File: src/rtl/generador_pwm_pkg.sv
// rtl/generador_pwm_pkg.sv - shared PWM defaults, state encoding and period helper
package generador_pwm_pkg;

    localparam int ANCHO_DEF = 12;
    localparam int DIV_DEF   = 1;

    typedef enum logic {
        IDLE = 1'b0,
        RUN  = 1'b1
    } estado_t;

    // Clocks per full PWM period: 2^ancho counts, each lasting div clocks.
    function automatic longint periodo_clks(input int ancho, input int div);
        return (longint'(1) << ancho) * longint'(div);
    endfunction

endpackage

File: src/rtl/generador_pwm_if.sv
// rtl/generador_pwm_if.sv - sample input and PWM output bundle of the generator
interface generador_pwm_if
    import generador_pwm_pkg::*;
#(
    parameter int ANCHO = ANCHO_DEF
);
    logic             habilitar;
    logic [ANCHO-1:0] dato_pwm;
    logic             dato_valido;
    logic             pwm_out;
    logic             fin_periodo;
    logic             sobrescritura;

    modport master (
        output habilitar,
        output dato_pwm,
        output dato_valido,
        input  pwm_out,
        input  fin_periodo,
        input  sobrescritura
    );

    modport slave (
        input  habilitar,
        input  dato_pwm,
        input  dato_valido,
        output pwm_out,
        output fin_periodo,
        output sobrescritura
    );
endinterface

File: src/rtl/generador_pwm_divisor_reloj.sv
// rtl/generador_pwm_divisor_reloj.sv - prescaler emitting a one-cycle tick every DIV enabled clocks
module divisor_reloj #(
    parameter int DIV = 1
) (
    input  logic clk,
    input  logic rst_n,
    input  logic en,
    output logic tick
);
    localparam int AW = (DIV > 1) ? $clog2(DIV) : 1;
    localparam logic [AW-1:0] CUENTA_FIN = AW'(DIV - 1);

    logic [AW-1:0] cuenta;

    assign tick = en && (cuenta == CUENTA_FIN);

    // Held at zero while disabled so a restart always begins a full step.
    always_ff @(posedge clk or negedge rst_n) begin
        if (!rst_n) begin
            cuenta <= '0;
        end else if (!en || tick) begin
            cuenta <= '0;
        end else begin
            cuenta <= cuenta + AW'(1);
        end
    end
endmodule

File: src/rtl/generador_pwm.sv
// rtl/generador_pwm.sv - double-buffered PWM generator with prescaler and period-end strobe
module generador_pwm
    import generador_pwm_pkg::*;
#(
    parameter int ANCHO = ANCHO_DEF,
    parameter int DIV   = DIV_DEF
) (
    input  logic            clk,
    input  logic            rst_n,
    generador_pwm_if.slave  bus
);
    localparam logic [ANCHO-1:0] CUENTA_MAX = '1;

    estado_t          estado;
    estado_t          estado_sig;
    logic             en_presc;
    logic             arranque;
    logic             paso;
    logic             envuelve;
    logic             carga_activo;
    logic [ANCHO-1:0] contador;
    logic [ANCHO-1:0] duty_activo;
    logic [ANCHO-1:0] duty_sig;
    logic [ANCHO-1:0] sombra;
    logic             sombra_llena;
    logic             pwm_q;
    logic             fin_q;
    logic             sobres_q;

    always_ff @(posedge clk or negedge rst_n) begin
        if (!rst_n) begin
            estado <= IDLE;
        end else begin
            estado <= estado_sig;
        end
    end

    always_comb begin
        estado_sig = estado;
        en_presc   = 1'b0;
        arranque   = 1'b0;
        case (estado)
            IDLE: begin
                if (bus.habilitar) begin
                    estado_sig = RUN;
                    arranque   = 1'b1;
                end
            end
            RUN: begin
                if (!bus.habilitar) begin
                    estado_sig = IDLE;
                end else begin
                    en_presc = 1'b1;
                end
            end
            default: estado_sig = IDLE;
        endcase
    end

    divisor_reloj #(.DIV(DIV)) u_divisor (
        .clk   (clk),
        .rst_n (rst_n),
        .en    (en_presc),
        .tick  (paso)
    );

    assign envuelve     = paso && (contador == CUENTA_MAX);
    assign carga_activo = envuelve || arranque;

    // A sample arriving on the load edge bypasses the shadow; a stale shadow keeps the old duty.
    always_comb begin
        duty_sig = duty_activo;
        if (bus.dato_valido) begin
            duty_sig = bus.dato_pwm;
        end else if (sombra_llena || arranque) begin
            duty_sig = sombra;
        end
    end

    always_ff @(posedge clk or negedge rst_n) begin
        if (!rst_n) begin
            contador     <= '0;
            duty_activo  <= '0;
            sombra       <= '0;
            sombra_llena <= 1'b0;
            pwm_q        <= 1'b0;
            fin_q        <= 1'b0;
            sobres_q     <= 1'b0;
        end else begin
            if (!en_presc) begin
                contador <= '0;
            end else if (paso) begin
                contador <= contador + ANCHO'(1);
            end

            if (carga_activo) begin
                duty_activo <= duty_sig;
            end

            if (bus.dato_valido) begin
                sombra <= bus.dato_pwm;
            end

            if (carga_activo) begin
                sombra_llena <= 1'b0;
            end else if (bus.dato_valido) begin
                sombra_llena <= 1'b1;
            end

            fin_q    <= envuelve;
            sobres_q <= bus.dato_valido && sombra_llena && !carga_activo;
            pwm_q    <= en_presc && (contador < duty_activo);
        end
    end

    assign bus.pwm_out       = pwm_q;
    assign bus.fin_periodo   = fin_q;
    assign bus.sobrescritura = sobres_q;
endmodule

File: src/flat_wrapper.sv
// flat-port wrapper written by rule: the top's interface ports become plain ports
module generador_pwm_flat import generador_pwm_pkg::*;
#(
    parameter int ANCHO = ANCHO_DEF,
    parameter int DIV   = DIV_DEF
)
  (clk, rst_n, bus_habilitar, bus_dato_pwm, bus_dato_valido, bus_pwm_out, bus_fin_periodo, bus_sobrescritura);
  generador_pwm_if #(.ANCHO(ANCHO)) bus_i ();
  input  logic clk;
  input  logic rst_n;
  input wire logic [$bits(bus_i.habilitar)-1:0] bus_habilitar;
  input wire logic [$bits(bus_i.dato_pwm)-1:0] bus_dato_pwm;
  input wire logic [$bits(bus_i.dato_valido)-1:0] bus_dato_valido;
  output wire logic [$bits(bus_i.pwm_out)-1:0] bus_pwm_out;
  output wire logic [$bits(bus_i.fin_periodo)-1:0] bus_fin_periodo;
  output wire logic [$bits(bus_i.sobrescritura)-1:0] bus_sobrescritura;
  assign bus_i.habilitar = bus_habilitar;
  assign bus_i.dato_pwm = bus_dato_pwm;
  assign bus_i.dato_valido = bus_dato_valido;
  assign bus_pwm_out = bus_i.pwm_out;
  assign bus_fin_periodo = bus_i.fin_periodo;
  assign bus_sobrescritura = bus_i.sobrescritura;
  generador_pwm #(.ANCHO(ANCHO), .DIV(DIV)) u_core (.clk(clk), .rst_n(rst_n), .bus(bus_i));
endmodule
File: config.mk
export PLATFORM = sky130hd
export DESIGN_NAME = generador_pwm_flat
export DESIGN_NICKNAME = d
export VERILOG_FILES = /design/src/rtl/generador_pwm_pkg.sv /design/src/rtl/generador_pwm_if.sv /design/src/rtl/generador_pwm_divisor_reloj.sv /design/src/rtl/generador_pwm.sv /design/src/flat_wrapper.sv
export SDC_FILE = /design/constraint.sdc
export NUM_CORES = 1
export LEC_CHECK = 0
export BUFFER_PORTS_ARGS = -buffer_cell sky130_fd_sc_hd__clkbuf_2
export CORE_UTILIZATION = 35
export DETAILED_ROUTE_END_ITERATION = 10
export GPL_ROUTABILITY_DRIVEN = 0
export GPL_TIMING_DRIVEN = 0
export PLACE_DENSITY = 0.54
export SYNTH_ARGS = -nofsm -noshare
export SYNTH_HDL_FRONTEND = slang
export SYNTH_SLANG_ARGS = --single-unit
File: constraint.sdc
create_clock -name clk -period 1.89 [get_ports clk]
set_clock_uncertainty 0.15 [all_clocks]
set_input_delay 0.0945 -clock clk [delete_from_list [all_inputs] [get_ports clk]]
set_output_delay 0.0945 -clock clk [all_outputs]
set_load 0.02 [all_outputs]
==> results of run 1 <==
## critical path, cell delays in order
cell and delay (ns):
dlygate4sd3_1 0.53, buf_4 0.15, o211ai_1 0.14, o41ai_4 0.32, nand2_2 0.14, clkbuf_16 0.18, mux2_4 0.29
## area by class of cell
class                           instances  share of cell area
Buffer                                  4              0.0144
Sequential cell                        42               0.404
Tap cell                               72              0.0345
Clock inverter                          1              0.0115
Timing Repair Buffer                   42               0.125
Multi-Input combinational cell        105               0.360
Clock buffer                            7              0.0292
Inverter                               14              0.0201
## registers in the layout, indices dropped and copies added (netlist names)
register                  count
u_core.bus.pwm_out            1
u_core.duty_activo           12
u_core.u_divisor.cuenta       1
u_core.bus.sobrescritura      1
u_core.contador              12
u_core.sombra_llena           1
u_core.sombra                12
u_core.estado                 1
u_core.bus.fin_periodo        1
## worst max-delay path by stage
stage | from | end | slack [ns] | cells after the start
2_1_floorplan | u_core.contador[0] | u_core.duty_activo[10] | 0.006 | 6
3_3_place_gp | u_core.contador[0] | u_core.duty_activo[9] | -0.23 | 6
3_5_place_dp | u_core.contador[0] | u_core.duty_activo[5] | -0.21 | 6
4_1_cts | u_core.contador[0] | u_core.duty_activo[9] | 0.01 | 6
5_1_grt | u_core.contador[0] | u_core.duty_activo[9] | -0.04 | 6
6_report | bus_dato_valido | u_core.duty_activo[6] | 0.07 | 7
## per-layer routing
layer | global-route usage | vias to the layer above | share of wire
met3 | 0.0360 | 4 | 0.027
met2 | 0.256 | 16 | 0.50
met1 | 0.167 | 666 | 0.46
met5 | 0 | - | 0
li1 | - | 665 | -
met4 | 0.0630 | 0 | 0.010
## cell families after synthesis
logic type / Yosys count / synth area share
AO/OA/AOI/OAI: 17 / 0.0604
XOR/XNOR: 9 / 0.0388
adder cells (fa/ha/maj): 12 / 0.0740
buffers and inverters: 18 / 0.0425
flip-flops: 42 / 0.518
multiplexers: 25 / 0.157
other: 1 / 0.00185
AND/OR/NAND/NOR: 41 / 0.108
## what timing repair did
action                                  4_1_cts  5_1_grt
gates cloned                                  0        1
pin swaps                                     2        1
setup buffers                                 4        5
endpoints found under the setup margin       13       13
hold endpoints to repair                     57        0
hold buffers                                 15        0
gates resized for setup                       9        6
## Yosys cell counts (2+ instances only)
| cell | count |
|---|---|
| o21ai_0 | 3 |
| nor2_1 | 14 |
| nand3_1 | 3 |
| xnor2_1 | 6 |
| dfrtp_1 | 42 |
| nor3_1 | 3 |
| a21oi_1 | 5 |
| mux2_2 | 14 |
| mux2_4 | 10 |
| inv_1 | 14 |
| nor4_1 | 3 |
| xor2_1 | 3 |
| nand2_1 | 8 |
| buf_6 | 2 |
| ha_1 | 12 |
| o211ai_1 | 2 |
## report_power, final
| group | switching [mW] | leakage, nW | total [mW] | internal [mW] |
|---|---|---|---|---|
| combinational | 0.129 | 0.697 | 0.308 | 0.180 |
| clock | 0.293 | 0.0524 | 0.689 | 0.395 |
| sequential | 0.0431 | 0.515 | 1.02 | 0.982 |
==> results.cfg, run 1 <==
[status]
status = finished, final reports clean

[grt]
overflow = 0
grt_max_degree = 43
grt_usage = 0.146
grt_pass1_vias = 1493
grt_antenna_before_repair = 0
grt_pass1_wl_mm = 6.74

[sta]
slew_viol_final = 0
hold_viol_final = 0
fin_crit_ns = 1.82
setup_ws_ns = 0.0654
tightest_slew_ns = 1.06
period_share = 0.965
rsz0062_at_grt = yes
setup_viol = 0
holdWs_ns = 0.348
finalSetupTns_ns = 0
relSlewSlack = 0.296
clock.fmax_mhz = 548

[floorplan]
dieArea_um2 = 6110
io_pins = 19
row_count = 27
die_w_um = 78.1
core_area_um2 = 5540
start_util = 0.366
chipHeight_um = 78.1

[detailed_routing]
dr.pass1.iters = 4
vias = 1351
drt_iter0_markers = 84
ant_nets = 0
route.detailed.drc = 0
routed_via_density = 4.71
wirelength_mm = 3.92
wl_per_cell_um = 13.7

[clock_tree]
clkLatencyLatePin_ns = 0.29
numCtsBuffers = 5
path_clk_slew_ns = 0.08
cts_buffer_depth = 2
cts_root_buf = clkbuf_8
cts_tree = built
clock-sinks = 42
htree_levels = 2

[logic_synthesis]
synth_ff_type = dfrtp_1
synth_cells = 165
synth_top_area_frac = 0.518
synthesis.nets = 193
ys_ff_latch = 42
synth_cell_types = 37
ys_seq_area_frac = 0.518
syn_area_um2 = 2030
syn_area_per_cell_um2 = 12.3
synth.area.top_cells = dfrtp_1, mux2_2, ha_1
async_flop_share = 1.00
synth_warnings = 0
synth_edf_count = 0
yosysTopAreaCell = dfrtp_1

[setup_path]
r2r-start = u_core.contador[5]
cp-end-kind = flip-flop
r2r_cells = 5
cp-start-kind = primary input
arrival_ns = 1.85
crit_type = primary input to flip-flop
critPathMaxFanout = 6
timing.rr.end = u_core.duty_activo[6]
worstPathRequired_ns = 1.92
reg2reg_slack_ns = 0.07

[layout]
final_common_cell = dfrtp_1
nFillCells = 522
finish.utilization = 0.472
register_area_um2 = 1060
antenna_cells = 0
multi_input_area_um2 = 942
syn2layout_area_growth_pct = 28.8
drive_above_1_share = 0.335
stdcell_area_um2 = 2610
most-common-layout-cells = dfrtp_1, clkbuf_2, dlygate4sd3_1
layout.cells.non_filler = 287
nets = 242

[pwr]
finalPower_mw = 2.02
ir_worst_vdd_uv = 417
power_leakage_nw = 1.26
power_density_nw_per_um2 = 774

[place]
portBuffers = 17
dpl_worst_slack_ns = -0.210
placed_cell_area_um2 = 2200
place_inst = 254
dp_hpwl_mm = 2.73

[worst_hold_path]
holdPathStages = 1
holdCritPathClass = flip-flop to flip-flop
min_to = u_core.sombra[3]
hp-start = u_core.sombra[3]

[job]
max_cap_viol_count = 0
Power figures use the tool's default switching activity.
==> run 2: changes to the inputs <==
--- a/config.mk
+++ b/config.mk
@@ -6,11 +6,13 @@
 export NUM_CORES = 1
 export LEC_CHECK = 0
 export BUFFER_PORTS_ARGS = -buffer_cell sky130_fd_sc_hd__clkbuf_2
+export CORE_MARGIN = 2
 export CORE_UTILIZATION = 35
 export DETAILED_ROUTE_END_ITERATION = 10
 export GPL_ROUTABILITY_DRIVEN = 0
 export GPL_TIMING_DRIVEN = 0
 export PLACE_DENSITY = 0.54
+export RECOVER_POWER = 50
 export SYNTH_ARGS = -nofsm -noshare
 export SYNTH_HDL_FRONTEND = slang
 export SYNTH_SLANG_ARGS = --single-unit
==> run 2 against run 1 <==
Clock power down 13%. Sequential cell count unchanged. Final cell count down 1.4%. Critical endpoint is now u_core.duty_activo[9]. Largest cell class unchanged.
==> results.cfg, run 2 (synthesized netlist as in run 1, its figures left out) <==
[grt]
grt_usage = 0.146
grt_pass1_wl_mm = 6.95
grt_pass1_vias = 1504
grt_max_degree = 43
overflow = 0
grt_antenna_before_repair = 0

[clock_tree]
path_clk_slew_ns = 0.08
cts_root_buf = clkbuf_8
clkLatencyLatePin_ns = 0.30
numCtsBuffers = 5
cts_buffer_depth = 2
htree_levels = 2
cts_tree = built
clock-sinks = 42

[layout]
top_regs = u_core.contador (12), u_core.duty_activo (12), u_core.sombra (12)
finish.utilization = 0.454
layout.cells.non_filler = 283
final_common_cell = dfrtp_1
syn2layout_area_growth_pct = 24.0
antenna_cells = 0
stdcell_area_um2 = 2520
nets = 238
drive_above_1_share = 0.270
most-common-layout-cells = dfrtp_1, dlygate4sd3_1, inv_1, nor2_1, clkbuf_2

[sta]
period_share = 0.983
clock.fmax_mhz = 538
fin_crit_ns = 1.86
slew_viol_final = 0
rsz0062_at_grt = yes
setup_ws_ns = 0.0326
relSlewSlack = 0.303
tightest_slew_ns = 1.05
setup_viol = 0
finalSetupTns_ns = 0
hold_viol_final = 0
holdWs_ns = 0.350

[place]
portBuffers = 17
place_inst = 254
placed_cell_area_um2 = 2200
dp_hpwl_mm = 2.89
dpl_worst_slack_ns = -0.234

[pwr]
ir_worst_vdd_uv = 385
power_leakage_nw = 1.21
power_density_nw_per_um2 = 765
finalPower_mw = 1.93

[floorplan]
io_pins = 19
start_util = 0.366
row_count = 27
dieArea_um2 = 6420
core_area_um2 = 5540
chipHeight_um = 80.1
die_w_um = 80.1

[setup_path]
reg2reg_slack_ns = 0.03
cp-end-kind = flip-flop
timing.rr.end = u_core.duty_activo[9]
worstPathRequired_ns = 1.92
arrival_ns = 1.89
startpoint = u_core.contador[0]
critPathMaxFanout = 10
cp-start-kind = flip-flop
r2r_cells = 6
r2r-start = u_core.contador[0]
crit_type = flip-flop to flip-flop
endpoint = u_core.duty_activo[9]

[detailed_routing]
vias = 1354
routed_via_density = 4.78
wl_per_cell_um = 14.1
drt_iter0_markers = 99
dr.pass1.iters = 4
route.detailed.drc = 0
ant_nets = 0
wirelength_mm = 4.00

[worst_hold_path]
holdCritPathClass = flip-flop to flip-flop
hp-start = u_core.sombra[6]

[status]
status = finished, final reports clean

[job]
max_cap_viol_count = 0
run 2: cell count changes in the layout (fill, tap and decap cells not counted), moves of 2 or more:
cell,delta
buf_4,-3
mux2_2,-6
dfrtp_2,-2
clkbuf_1,+2
dfrtp_1,+2
clkbuf_2,-3
mux2_1,+6
run 2: worst min-delay path by stage:
| stage | slack, ns | depth (start not counted) | to |
|---|---|---|---|
| finish | 0.35 | 1 | u_core.sombra[6] |
| CTS | 0.36 | 1 | u_core.sombra[4] |
| global route | 0.36 | 2 | u_core.estado |
| detailed placement | 0.12 | 1 | u_core.estado |
| floorplan | -0.35 | 0 | u_core.bus.fin_periodo |
| global placement | 0.13 | 1 | u_core.estado |
run 2: power breakdown:
part	leakage (nW)	total, mW	internal (mW)	switching (mW)
logic	0.645	0.302	0.170	0.132
registers	0.518	1.03	0.982	0.0436
clock network	0.0482	0.599	0.295	0.304
run 2: routing by layer:
metal / part of all wire / vias to the layer above / track usage
met5: 0 / - / 0
met4: 0.018 / 0 / 0.0508
met3: 0.037 / 8 / 0.0472
met2: 0.50 / 19 / 0.243
met1: 0.45 / 670 / 0.177
li1: - / 657 / -
run 2: repair_timing:
action | 4_1_cts | 5_1_grt
pin swaps | 2 | 1
gates resized for setup | 6 | 3
endpoints found under the setup margin | 13 | 11
hold endpoints to repair | 57 | 0
gates cloned | 0 | 0
hold buffers | 15 | 0
buffers inserted | 6 | 0
run 2: cell type report:
cell class	count	area, um2
Buffer	4	33.8
Clock buffer	7	86.3
Clock inverter	1	5.00
Fill cell	534	3020
Inverter	14	52.6
Multi-Input combinational cell	105	918
Sequential cell	42	1050
Tap cell	72	90.1
Timing Repair Buffer	38	277
run 2: worst max-delay path: stages, from the launching register on:
cell and delay (ns):
dfrtp_1 0.36, ha_2 0.22, nand4b_4 0.14, o41ai_2 0.25, nand2_1 0.13, buf_6 0.18, mux2_4 0.31
